$ cat src/rtl/amux_pkg.sv
// Shared types and constants for the analog mux scan sequencer.
package amux_pkg;

   localparam int unsigned N_CH = 32;
   localparam int unsigned CH_W = $clog2(N_CH);

   localparam logic [N_CH-1:0] ALL_OFF = '1;

   typedef enum logic [1:0] {
      IDLE,
      BBM,
      SETTLE,
      SAMPLE
   } state_t;

   // Active-low one-hot enable pattern selecting a single channel.
   function automatic logic [N_CH-1:0] sel_low(input logic [CH_W-1:0] ch);
      sel_low = ~(N_CH'(1) << ch);
   endfunction

endpackage

$ cat src/rtl/amux_next_ch.sv
// Finds the next enabled channel inside a wrap-around [first_ch..last_ch] range.
module amux_next_ch
   import amux_pkg::*;
(
   input  logic [CH_W-1:0] base_ch,
   input  logic            skip_base,
   input  logic [CH_W-1:0] first_ch,
   input  logic [CH_W-1:0] last_ch,
   input  logic [N_CH-1:0] mask,
   output logic [CH_W-1:0] nxt_ch,
   output logic            exhausted
);

   localparam int unsigned DW = CH_W + 2;

   logic [DW-1:0]   span;
   logic [DW-1:0]   pos0;
   logic [DW-1:0]   pos;
   logic [CH_W-1:0] cand;

   // Positions are distances from first_ch; walking downward leaves the nearest hit.
   always_comb begin
      span      = DW'(CH_W'(last_ch - first_ch));
      pos0      = DW'(CH_W'(base_ch - first_ch)) + DW'(skip_base);
      nxt_ch    = first_ch;
      exhausted = 1'b1;
      pos       = '0;
      cand      = '0;
      for (int k = int'(N_CH) - 1; k >= 0; k--) begin
         pos  = pos0 + DW'(k);
         cand = base_ch + CH_W'(k) + CH_W'(skip_base);
         if ((pos <= span) && !mask[cand]) begin
            nxt_ch    = cand;
            exhausted = 1'b0;
         end
      end
   end

endmodule

$ cat src/rtl/amux_scan_ctrl.sv
// Break-before-make scan sequencer for the 32:1 analog switch bank with sampler handshake.
// Optional per-channel skip mask enabled by defining AMUX_CH_MASK_EN.
module amux_scan_ctrl
   import amux_pkg::*;
#(
   parameter int unsigned CNT_W   = 8,
   parameter int unsigned BBM_CYC = 2
)(
   input  logic             clk,
   input  logic             rst_n,
   input  logic             start,
   input  logic             stop,
   input  logic             cont,
   input  logic [CH_W-1:0]  first_ch,
   input  logic [CH_W-1:0]  last_ch,
   input  logic [CNT_W-1:0] settle_cyc,
`ifdef AMUX_CH_MASK_EN
   input  logic [N_CH-1:0]  ch_mask,
`endif
   input  logic             smp_ack,
   output logic             smp_req,
   output logic [CH_W-1:0]  cur_ch,
   output logic             busy,
   output logic             done,
   output logic             s_en,
   output logic             s_en_b,
   output logic [N_CH-1:0]  en_b
);

   localparam logic [CNT_W-1:0] BBM_LOAD = CNT_W'(BBM_CYC - 1);

   state_t           state;
   logic [CNT_W-1:0] cnt;
   logic [CNT_W-1:0] settle_q;
   logic [CH_W-1:0]  first_q;
   logic [CH_W-1:0]  last_q;
   logic             cont_q;
   logic             empty_q;
   logic [N_CH-1:0]  mask_q;
   logic [N_CH-1:0]  mask_in;

   logic             idle;
   logic [CH_W-1:0]  f_first;
   logic [CH_W-1:0]  f_last;
   logic [N_CH-1:0]  f_mask;
   logic [CH_W-1:0]  f_nxt;
   logic             f_exh;
   logic [CH_W-1:0]  a_nxt;
   logic             a_exh;

`ifdef AMUX_CH_MASK_EN
   assign mask_in = ch_mask;
`else
   assign mask_in = '0;
`endif

   // The range-start finder looks at live inputs while idle and at the latched set otherwise.
   assign idle    = (state == IDLE);
   assign f_first = idle ? first_ch : first_q;
   assign f_last  = idle ? last_ch  : last_q;
   assign f_mask  = idle ? mask_in  : mask_q;

   amux_next_ch u_first (
      .base_ch   (f_first),
      .skip_base (1'b0),
      .first_ch  (f_first),
      .last_ch   (f_last),
      .mask      (f_mask),
      .nxt_ch    (f_nxt),
      .exhausted (f_exh)
   );

   amux_next_ch u_adv (
      .base_ch   (cur_ch),
      .skip_base (1'b1),
      .first_ch  (first_q),
      .last_ch   (last_q),
      .mask      (mask_q),
      .nxt_ch    (a_nxt),
      .exhausted (a_exh)
   );

   always_ff @(posedge clk or negedge rst_n) begin
      if (!rst_n) begin
         state    <= IDLE;
         cnt      <= '0;
         settle_q <= '0;
         first_q  <= '0;
         last_q   <= '0;
         cont_q   <= 1'b0;
         empty_q  <= 1'b0;
         mask_q   <= '0;
         smp_req  <= 1'b0;
         cur_ch   <= '0;
         busy     <= 1'b0;
         done     <= 1'b0;
         s_en     <= 1'b0;
         s_en_b   <= 1'b1;
         en_b     <= ALL_OFF;
      end else begin
         done <= 1'b0;
         if (stop && (state != IDLE)) begin
            state   <= IDLE;
            smp_req <= 1'b0;
            busy    <= 1'b0;
            s_en    <= 1'b0;
            s_en_b  <= 1'b1;
            en_b    <= ALL_OFF;
         end else begin
            unique case (state)
               IDLE: begin
                  if (start && !stop) begin
                     first_q  <= first_ch;
                     last_q   <= last_ch;
                     cont_q   <= cont;
                     settle_q <= settle_cyc;
                     mask_q   <= mask_in;
                     empty_q  <= f_exh;
                     cur_ch   <= f_nxt;
                     busy     <= 1'b1;
                     cnt      <= BBM_LOAD;
                     state    <= BBM;
                  end
               end
               BBM: begin
                  if (cnt != '0) begin
                     cnt <= cnt - 1'b1;
                  end else if (empty_q) begin
                     // Fully masked range: idle the bank until stop, or finish the pass.
                     if (cont_q) begin
                        cnt <= BBM_LOAD;
                     end else begin
                        busy  <= 1'b0;
                        done  <= 1'b1;
                        state <= IDLE;
                     end
                  end else begin
                     en_b   <= sel_low(cur_ch);
                     s_en   <= 1'b1;
                     s_en_b <= 1'b0;
                     cnt    <= (settle_q == '0) ? '0 : settle_q - 1'b1;
                     state  <= SETTLE;
                  end
               end
               SETTLE: begin
                  if (cnt != '0) begin
                     cnt <= cnt - 1'b1;
                  end else begin
                     smp_req <= 1'b1;
                     state   <= SAMPLE;
                  end
               end
               SAMPLE: begin
                  if (smp_ack) begin
                     smp_req <= 1'b0;
                     s_en    <= 1'b0;
                     s_en_b  <= 1'b1;
                     en_b    <= ALL_OFF;
                     if (!a_exh) begin
                        cur_ch <= a_nxt;
                        cnt    <= BBM_LOAD;
                        state  <= BBM;
                     end else if (cont_q) begin
                        cur_ch <= f_nxt;
                        cnt    <= BBM_LOAD;
                        state  <= BBM;
                     end else begin
                        busy  <= 1'b0;
                        done  <= 1'b1;
                        state <= IDLE;
                     end
                  end
               end
               default: state <= IDLE;
            endcase
         end
      end
   end

endmodule

$ cat config.mk
export PLATFORM = sky130hd
export DESIGN_NAME = amux_scan_ctrl
export DESIGN_NICKNAME = d
export VERILOG_FILES = /design/src/rtl/amux_pkg.sv /design/src/rtl/amux_next_ch.sv /design/src/rtl/amux_scan_ctrl.sv
export SDC_FILE = /design/constraint.sdc
export NUM_CORES = 1
export LEC_CHECK = 0
export CELL_PAD_IN_SITES_DETAIL_PLACEMENT = 0
export CELL_PAD_IN_SITES_GLOBAL_PLACEMENT = 2
export CORE_MARGIN = 10
export CORE_UTILIZATION = 40
export CTS_CLUSTER_DIAMETER = 30
export DETAILED_ROUTE_END_ITERATION = 8
export PLACE_DENSITY_LB_ADDON = 0.3
export REMOVE_ABC_BUFFERS = 1
export SLEW_MARGIN = 30
export SYNTH_ARGS = -nofsm -noshare
export SYNTH_HDL_FRONTEND = slang
export SYNTH_SLANG_ARGS = --single-unit
$ cat constraint.sdc
create_clock -name clk -period 18.64 [get_ports clk]
set_input_delay 3.728 -clock clk [delete_from_list [all_inputs] [get_ports clk]]
set_output_delay 3.728 -clock clk [all_outputs]
set_load 0.01 [all_outputs]
# == After elaboration in Yosys (flattened, before gate mapping) ==
# Memories as Yosys holds them, arrays and structs flattened.
# Cells that the tools add are included.
# totals
word_cells,783
reg_bits,72
rom_bits,2048
output_inout_bits,42
inputBits,24
n_memories,64
# memory_table
name,words,width,read_ports,rd_clocked_by_memory_dff,write_ports,line,source
(no name shown),32,1,1,0,0,amux_next_ch.sv:32,if ((pos <= span) && !mask[cand]) begin
(no name shown),32,1,1,0,0,amux_next_ch.sv:32,
(no name shown),32,1,1,0,0,amux_next_ch.sv:32,
(no name shown),32,1,1,0,0,amux_next_ch.sv:32,
(no name shown),32,1,1,0,0,amux_next_ch.sv:32,
(no name shown),32,1,1,0,0,amux_next_ch.sv:32,
+58 memories,-,-,-,-,-,-,
# classes
n_bitwise,2
magnitude_cmp,128
n_mux,251
add_sub_neg,162
reduce_logical,146
n_eq_ne,15
n_shift,1
# ops
operator,n
<= comparator 7 x 5 -> 1 bit,63
less-than comparator 5 x 6 -> 1 bit (second input constant),64
2-to-1 mux 5 bit,70
adder 5 x 1 -> 5 bit (second input constant),33
adder 5 bit (second input constant),32
2-to-1 mux 1 bit,153
2-to-1 mux 32 bit,4
adder 7 x 5 -> 7 bit (second input constant),16
adder 5 x 5 -> 6 bit (second input constant),16
adder 5 x 4 -> 5 bit (second input constant),16
logical AND 1 bit,66
logical NOT 1 bit,65
2-to-1 mux 8 bit,8
one-hot mux 32 bit (2 select lines),1
adder 7 x 4 -> 7 bit (second input constant),8
adder 5 x 4 -> 6 bit (second input constant),8
adder 5 x 3 -> 5 bit (second input constant),8
inverter 32 bit,1
one-hot mux 8 bit (4 select lines),1
left shift 1 x 5 -> 32 bit (first input constant),1
adder 7 x 3 -> 7 bit (second input constant),4
adder 5 x 3 -> 6 bit (second input constant),4
!= test 3 bit (second input constant),7
adder 5 x 2 -> 5 bit (second input constant),4
other kinds (29),52

# == Logic depth before layout (Yosys ltp) ==
# Gate-level depths: netlist of run 1.
# depth
depth_word,43
mapped_depth,29
depth_no_buf,25

# == Modules after synthesis ==
# A second synthesis of run 1 with hierarchy kept.
# unflattened
cells_unflattened,2768
area_unflattened_um2,22078.7
# modules_own_cells
module,area_each_um2,seq_area_each_um2,cells_per_inst,n_inst
amux_next_ch,9187.6,0.0,1203,2
amux_scan_ctrl,3703.6,1843.0,362,1

# == Worst setup path after synthesis of run 1 ==
# Ideal clock, no wire load.
# synth_timing
path_kind,register to register
from,register cur_ch[0]
to,register state[0]
stages_incl_launch_ff,30
setup_ps,135
n_path_buf,7
required_ps,18505
period_less_slack_ps,6339
arrival_ps,6204
setup_slack_ps,12301
cell_sequence,dfrtp_1 -> clkbuf_1 -> inv_1 -> ha_1 -> inv_1 -> fa_1 -> nand3_1 -> a21oi_1 -> or2_1 -> buf_2 -> clkbuf_1 -> nand3_1 -> and2_1 -> clkbuf_1 -> buf_1 -> ha_1 -> buf_1 -> or3_1 -> ha_1 -> a21boi_0 -> o2bb2ai_1 -> o311ai_1 -> a21boi_0 -> and3_1 -> and4_1 -> buf_2 -> nand2_2 -> or3_1 -> a31oi_1 -> o32ai_1
# synth_via
elab_chain_len,42
elab_cells_between_ends,291
cone_classes,95 x add/sub; 32 x order compare; 68 x mux; 64 x reduce/logical; 32 x memory
# synth_rtl
element,line,source
start: declaration,amux_scan_ctrl.sv:22,"output logic [CH_W-1:0] cur_ch,"
start signal: assignment,amux_scan_ctrl.sv:119,cur_ch <= f_nxt;
start signal: assignment,amux_scan_ctrl.sv:160,cur_ch <= a_nxt;
start signal: assignment,amux_scan_ctrl.sv:164,cur_ch <= f_nxt;
branches (longest 37 deep; another with adder 7 x 5 -> 7 bit),-,
2-to-1 mux 1 bit *,amux_next_ch.sv:32,
2-to-1 mux 1 bit *,amux_scan_ctrl.sv:159,if (!a_exh) begin
2-to-1 mux 2 bit *,amux_scan_ctrl.sv:154,if (smp_ack) begin
one-hot mux 2 bit (4 select lines) *,amux_scan_ctrl.sv:110,unique case (state)
2-to-1 mux 2 bit *,amux_scan_ctrl.sv:102,if (stop && (state != IDLE)) begin
end signal: assignment,amux_scan_ctrl.sv:103,state <= IDLE;
end signal: assignment,amux_scan_ctrl.sv:162,state <= BBM;
end signal: assignment,amux_scan_ctrl.sv:166,state <= BBM;
end: declaration,amux_scan_ctrl.sv:32,state_t state;
# Mark *: on every way between the ends. The select of a mux whose other input is x is not followed.
# A chain may end at the register's enable or synchronous reset.

# == Final worst setup path of run 1 ==
# layout_timing
from,register cur_ch[0]
to,register cur_ch[4]
# layout_via
elab_chain_len,41
elab_cells_between_ends,324
cone_classes,95 x add/sub; 32 x order compare; 1 x eq/ne; 99 x mux; 65 x reduce/logical; 32 x memory
# layout_rtl
element
branches (longest 41 deep; another with adder 7 x 5 -> 7 bit)
# Several ways; the timed one is not identified. The select of a mux whose other input is x is not followed.

==> results.json, run 1 <==
{
  "cts_setup_buffers": 0,
  "grt_pass1_wl_mm": 64.1,
  "synth.top_cell.area_share_pct": 13.3,
  "end_kind": "register",
  "fp.dieW_um": 180,
  "rsz0062_at_grt": "no",
  "fmax_ghz": 0.131,
  "syn_area_um2": 10200,
  "synthTopCellsByCount": "ha_1, nand2_1, a21oi_1",
  "synth_edf_count": 0,
  "totalNegativeSetupSlack_ns": 0,
  "syn_to_final_growth_pct": 11.9,
  "gp_congestion": 1.05,
  "worstPathMaxFanout": 20,
  "synth-compound-area-share_pct": 32.1,
  "dieArea_um2": 32300,
  "post-synth-top-count-cell": "ha_1",
  "crit_path_end": "cur_ch[4]",
  "clock-skew-final_ns": 0.0103,
  "drt_wl_total_mm": 41.9,
  "num_vias": 10918,
  "fin_crit_ns": 7.65,
  "tightest_slew_ns": 0.923,
  "status": "complete, no violations",
  "drive_gt1_share_pct": 10.7,
  "grt_usage_pct": 24.5,
  "start_kind": "register",
  "dpl.hpwl_mm": 32.2,
  "antenna_found_initial": 0,
  "drt_iter0_markers": 1475,
  "r2r_slack_ns": 10.99,
  "syn_inst": 1298,
  "yosysTopAreaCell": "ha_1",
  "r2r-end": "cur_ch[4]",
  "synth_adder_area_share_pct": 13.8,
  "synth-xor-area-share_pct": 5.82,
  "ctsHoldBuffers": 0,
  "synthMuxAreaShare_pct": 3.61,
  "synth_top_family_by_area": "compound AO/OA/AOI/OAI gates",
  "fin_ws_ns": 10.99,
  "grt_max_degree": 73,
  "numCtsBuffers": 9,
  "antenna_left": 0,
  "placeableCoreArea_um2": 25200,
  "synth_cell_type_count": 106,
  "async_reset_ff_share_pct": 100,
  "fillers": 2571,
  "drcViolationCount": 0,
  "wl_per_cell_um": 25.2,
  "cap_violations": 0,
  "cts-resized-gates": 0,
  "ys_warn_count": 0,
  "diodes": 0,
  "setup_viol": 0,
  "final_max_slew_viol_count": 0,
  "clk_latency_ns": 0.33,
  "io_pins": 66,
  "nNetsFinal": 1461,
  "synth-main-ff-cell": "dfrtp_1",
  "cts.sinks": 72,
  "rr_worst_depth": 24,
  "start_util_pct": 40.6,
  "io_buffers": 65,
  "cp.arrival_ns": 7.87,
  "first_pass_iters": 6,
  "die_h_um": 180,
  "crit_start": "cur_ch[0]",
  "worstPathRequired_ns": 18.86,
  "ys_seq_elements": 72,
  "synth_top_cells_by_area": "ha_1, dfrtp_1, dfstp_2, a21oi_1, xnor2_1",
  "cts-root-buf": "clkbuf_16",
  "ctsLongestPathBuffers": 2,
  "worstSetupPathType": "reg2reg",
  "r2r_start": "cur_ch[0]",
  "cts.htree.levels": 3,
  "clk_pin_slew_ns": 0.06,
  "preCtsSetupSlack_ns": 11.30,
  "slew_headroom_pct": 38.3,
  "hold_viol": 0,
  "fp-row-count": 58,
  "grt_remaining_overflow": 0,
  "fin_crit_sh_pct": 41.0,
  "synthSimpleGateAreaFrac_pct": 20.6,
  "min_path_type": "reg2reg",
  "cts_tree": "built",
  "vias_per_cell": 6.57,
  "grt_pass1_vias": 10417,
  "syn_avg_cell_area_um2": 7.87,
  "synth-seq-area-share_pct": 18.0
}
## how the worst min path moves through the flow
| stage | end | depth (start not counted) | slack (ns) | startpoint |
|---|---|---|---|---|
| 2_1_floorplan | last_q[2] | 1 | 0.48 | last_q[2] |
| 3_3_place_gp | en_b[31] | 2 | 0.49 | en_b[31] |
| 3_5_place_dp | en_b[7] | 2 | 0.49 | en_b[7] |
| 4_1_cts | en_b[15] | 2 | 0.51 | en_b[15] |
| 5_1_grt | en_b[7] | 2 | 0.51 | en_b[7] |
| 6_report | s_en_b | 2 | 0.50 | s_en_b |
## metrics by stage
step / instances / area, um^2 / hold slack, ns / utilization (%)
finish: 1661 / 11400 / 0.505 / 45.4
global route: 1661 / 11400 / 0.513 / 45.4
CTS: 1661 / 11400 / 0.505 / 45.4
detailed placement: 1645 / 11100 / 0.493 / 44.2
global placement: 1645 / 11100 / 0.495 / 44.2
floorplan: 1228 / 9910 / 0.484 / -
## area by class of cell
class / instances / area (um^2) / area share (%)
multi-input cells: 1075 / 7770 / 68.0
clock buffers: 11 / 233 / 2.04
well taps: 330 / 413 / 3.61
inverters: 81 / 307 / 2.68
flip-flops and latches: 72 / 1840 / 16.1
repair buffers: 87 / 817 / 7.15
clock inverters: 5 / 50.0 / 0.438
## state kept, by name, indices dropped and copies added (netlist names)
| name | count |
|---|---|
| cont_q | 1 |
| en_b | 32 |
| cnt | 8 |
| settle_q | 8 |
| empty_q | 1 |
| last_q | 5 |
| done | 1 |
| s_en_b | 1 |
| state | 2 |
| smp_req | 1 |
| cur_ch | 5 |
| s_en | 1 |
| first_q | 5 |
| busy | 1 |
## routing by layer
layer  vias up  part of all wire, %  GRT usage [%]
met5         -                    0              0
met4         0                  3.5           7.77
met3       108                  8.9           4.88
met2       561                   41           35.3
met1      5292                   47           35.5
li1       4957                    -              -
## kinds of logic (layout without fill, tap and decap cells)
family	Yosys count	after routing
AOI/OAI and AO/OA	458	458
and+or+nand+nor	404	404
buffers and inverters	151	184
adders and majority gates	112	112
DFF	72	72
xor gates and xnor gates	67	67
muxes	34	34
## critical path, stage by stage (launching register included)
cell and delay (ns):
dfrtp_1 0.77, inv_1 0.35, ha_1 0.30, inv_1 0.07, fa_1 0.24, nand3_1 0.11, a21oi_1 0.30, or2_1 0.71
nand3_1 0.13, and2_1 0.18, buf_4 0.23, ha_1 0.37, or3_1 0.46, ha_1 0.31, a21boi_0 0.17, o2bb2ai_1 0.18
o311ai_1 0.12, buf_4 0.25, a21boi_0 0.53, and3_1 0.34, and4_1 0.44, a31oi_4 0.20, a211oi_1 0.39, a31oi_1 0.08
mux2_2 0.28
## layout by cell type, fill, tap and decap left out, types with 37 or more instances in the layout
cell | netlist | layout
nand2_1 | 104 | 103
nand3_1 | 37 | 37
ha_1 | 109 | 109
clkdlybuf4s50_1 | 0 | 64
a21oi_1 | 93 | 93
inv_1 | 74 | 74
nor2_1 | 84 | 84
o21ai_0 | 66 | 66
xnor2_1 | 46 | 45
dfrtp_1 | 39 | 39
Power of run 1 is not shown: default switching activity piles up to over one toggle a cycle in this logic, so the estimate is an artifact.
==> run 2, diff against run 1 <==
--- a/config.mk
+++ b/config.mk
@@ -8,7 +8,7 @@
 export CELL_PAD_IN_SITES_DETAIL_PLACEMENT = 0
 export CELL_PAD_IN_SITES_GLOBAL_PLACEMENT = 2
 export CORE_MARGIN = 10
-export CORE_UTILIZATION = 40
+export CORE_UTILIZATION = 37
 export CTS_CLUSTER_DIAMETER = 30
 export DETAILED_ROUTE_END_ITERATION = 8
 export PLACE_DENSITY_LB_ADDON = 0.3
==> constraint.sdc (replaced) <==
create_clock -name clk -period 7.75 [get_ports clk]
set_input_delay 1.55 -clock clk [delete_from_list [all_inputs] [get_ports clk]]
set_output_delay 1.55 -clock clk [all_outputs]
set_load 0.01 [all_outputs]
==> run 2 against run 1 <==
Critical path depth fell by 4. First-iteration DRC count fell by 27%. Clock-buffer cell count fell by 2. Routed wire length rose by 1.3%. Register-to-register slack got worse by 10 ns. Maximum frequency rose by 7.3%. Non-clock buffer count rose by 14. Sequential share of layout area fell by 0.15 points. Utilization fell by 2.7 points. Global-route usage fell by 0.46 points. Via count fell by 0.91%. Worst hold slack got worse by 0.0053 ns.
==> results.json, run 2 (synthesis gave the netlist of run 1 again) <==
{
  "max_stage_delay_ns": 0.75,
  "fin_ws_ns": 0.617,
  "io_buffers": 65,
  "grt_usage_pct": 24.1,
  "wl_per_cell_um": 25.2,
  "cap_violations": 0,
  "hold_viol": 0,
  "crit_top_cell": "ha_1",
  "cts.sinks": 72,
  "fin_cells": 1686,
  "nNetsFinal": 1475,
  "fin_crit_ns": 7.13,
  "path_cells": "ha_1 -> inv_1 -> ha_1 -> xnor2_1 -> inv_2 -> ha_1 -> xnor2_1 -> inv_1 -> ha_1 -> a21oi_1 -> o211ai_1 -> a22o_1 -> a211oi_2 -> mux2_2 -> a211o_1 -> a211oi_1 -> nor3_1 -> o21ai_0 -> a31oi_1 -> mux2_2",
  "antenna_found_initial": 0,
  "min_path_type": "reg2reg",
  "grt_pass1_wl_mm": 64.3,
  "start_kind": "register",
  "fmax_ghz": 0.140,
  "fin_crit_sh_pct": 92.0,
  "antenna_left": 0,
  "fp-row-count": 60,
  "top_regs": "en_b (32), cnt (8), settle_q (8)",
  "rsz0062_at_grt": "no",
  "grt_pass1_vias": 10214,
  "cts.htree.levels": 3,
  "multi_input_area_um2": 7760,
  "slew_headroom_pct": 38.4,
  "cts_tree": "built",
  "syn_to_final_growth_pct": 12.9,
  "dpl.hpwl_mm": 33.0,
  "fp.dieW_um": 186,
  "placed_cell_area_um2": 11300,
  "clk_pin_slew_ns": 0.07,
  "worstSetupPathType": "reg2reg",
  "r2r_slack_ns": 0.62,
  "cts-root-buf": "clkbuf_16",
  "vias_per_cell": 6.42,
  "preCtsSetupSlack_ns": 0.871,
  "worstPathRequired_ns": 7.98,
  "fillers": 2765,
  "cts_setup_buffers": 0,
  "cp.arrival_ns": 7.36,
  "placeableCoreArea_um2": 27000,
  "clk_latency_ns": 0.34,
  "end_kind": "register",
  "setup_viol": 0,
  "num_vias": 10819,
  "critical-path-top-delay-family": "compound AO/OA/AOI/OAI gates",
  "first_pass_iters": 5,
  "final_max_slew_viol_count": 0,
  "clock-skew-final_ns": 0.00619,
  "status": "complete, no violations",
  "numCtsBuffers": 9,
  "drt_iter0_markers": 1084,
  "dieArea_um2": 34700,
  "drt_wl_total_mm": 42.4,
  "worstPathMaxFanout": 16,
  "ctsLongestPathBuffers": 2,
  "top_register": "en_b",
  "dpl.cell_count": 1670,
  "cts-resized-gates": 0,
  "tightest_slew_ns": 0.917,
  "largest_reg_flops": 32,
  "mostFrequentLayoutCell": "ha_1",
  "totalNegativeSetupSlack_ns": 0,
  "ctsHoldBuffers": 0,
  "grt_remaining_overflow": 0,
  "drcViolationCount": 0,
  "start_util_pct": 37.8,
  "cp_slowest_cell": "ha_1",
  "path_buf_inv": 3,
  "diodes": 0,
  "drive_gt1_share_pct": 11.7,
  "final_cell_mix": "ha_1, nand2_1, a21oi_1, nor2_1, inv_1",
  "final_area_um2": 11500,
  "register_area_um2": 1840,
  "grt_max_degree": 73,
  "io_pins": 66,
  "die_h_um": 186,
  "gp_congestion": 1.06
}
[run 2: cell count changes in the layout (fill, tap and decap cells not counted)]
cell	change
clkbuf_1	-2
buf_4	+14
nand2_1	+1
nand2_2	-1
bufinv_16	-1
clkinv_4	+1
clkinvlp_4	+2
clkinv_2	-1
inv_6	+1
[run 2: worst paths after layout]
| check | startpoint | to | depth (start not counted) |
|---|---|---|---|
| min in group asynchronous | rst_n | first_q[1] | 1 |
| max | first_q[0] | cur_ch[4] | 20 |
| max reg2reg | first_q[0] | cur_ch[4] | 20 |
| min reg2reg | s_en_b | s_en_b | 2 |
| min | s_en_b | s_en_b | 2 |
| max in group asynchronous | rst_n | en_b[25] | 1 |
[run 2: metal layers]
layer  vias to the layer above  track usage, %  part of all wire (%)
li1                       4993               -                     -
met3                        77            6.60                   9.4
met1                      5229            33.2                    45
met4                         0            6.42                   2.6
met5                         -               0                     0
met2                       520            36.0                    43
[run 2: cell type report]
class	instances	area share (%)
flip-flops and latches	72	16.0
repair buffers	101	7.99
multi-input cells	1075	67.3
inverters	81	2.66
clock buffers	9	1.95
clock inverters	7	0.412
well taps	341	3.70
[run 2: worst register-to-register path: stages (launching register included)]
cell      delay (ns)
dfrtp_1         0.47
ha_1            0.75
inv_1           0.17
ha_1            0.32
xnor2_1         0.64
inv_2           0.34
ha_1            0.42
xnor2_1         0.34
inv_1           0.09
ha_1            0.33
a21oi_1         0.17
o211ai_1        0.14
a22o_1          0.22
a211oi_2        0.72
mux2_2          0.44
a211o_1         0.29
a211oi_1        0.20
nor3_1          0.09
o21ai_0         0.43
a31oi_1         0.15
mux2_2          0.28
[run 2: per-stage QoR]
step | util (%) | hold WS [ns]
global placement | 41.7 | 0.493
CTS | 42.7 | 0.506
global route | 42.7 | 0.519
finish | 42.7 | 0.500
floorplan | - | 0.484
detailed placement | 41.7 | 0.493
Power of run 2 is left out for the same reason.
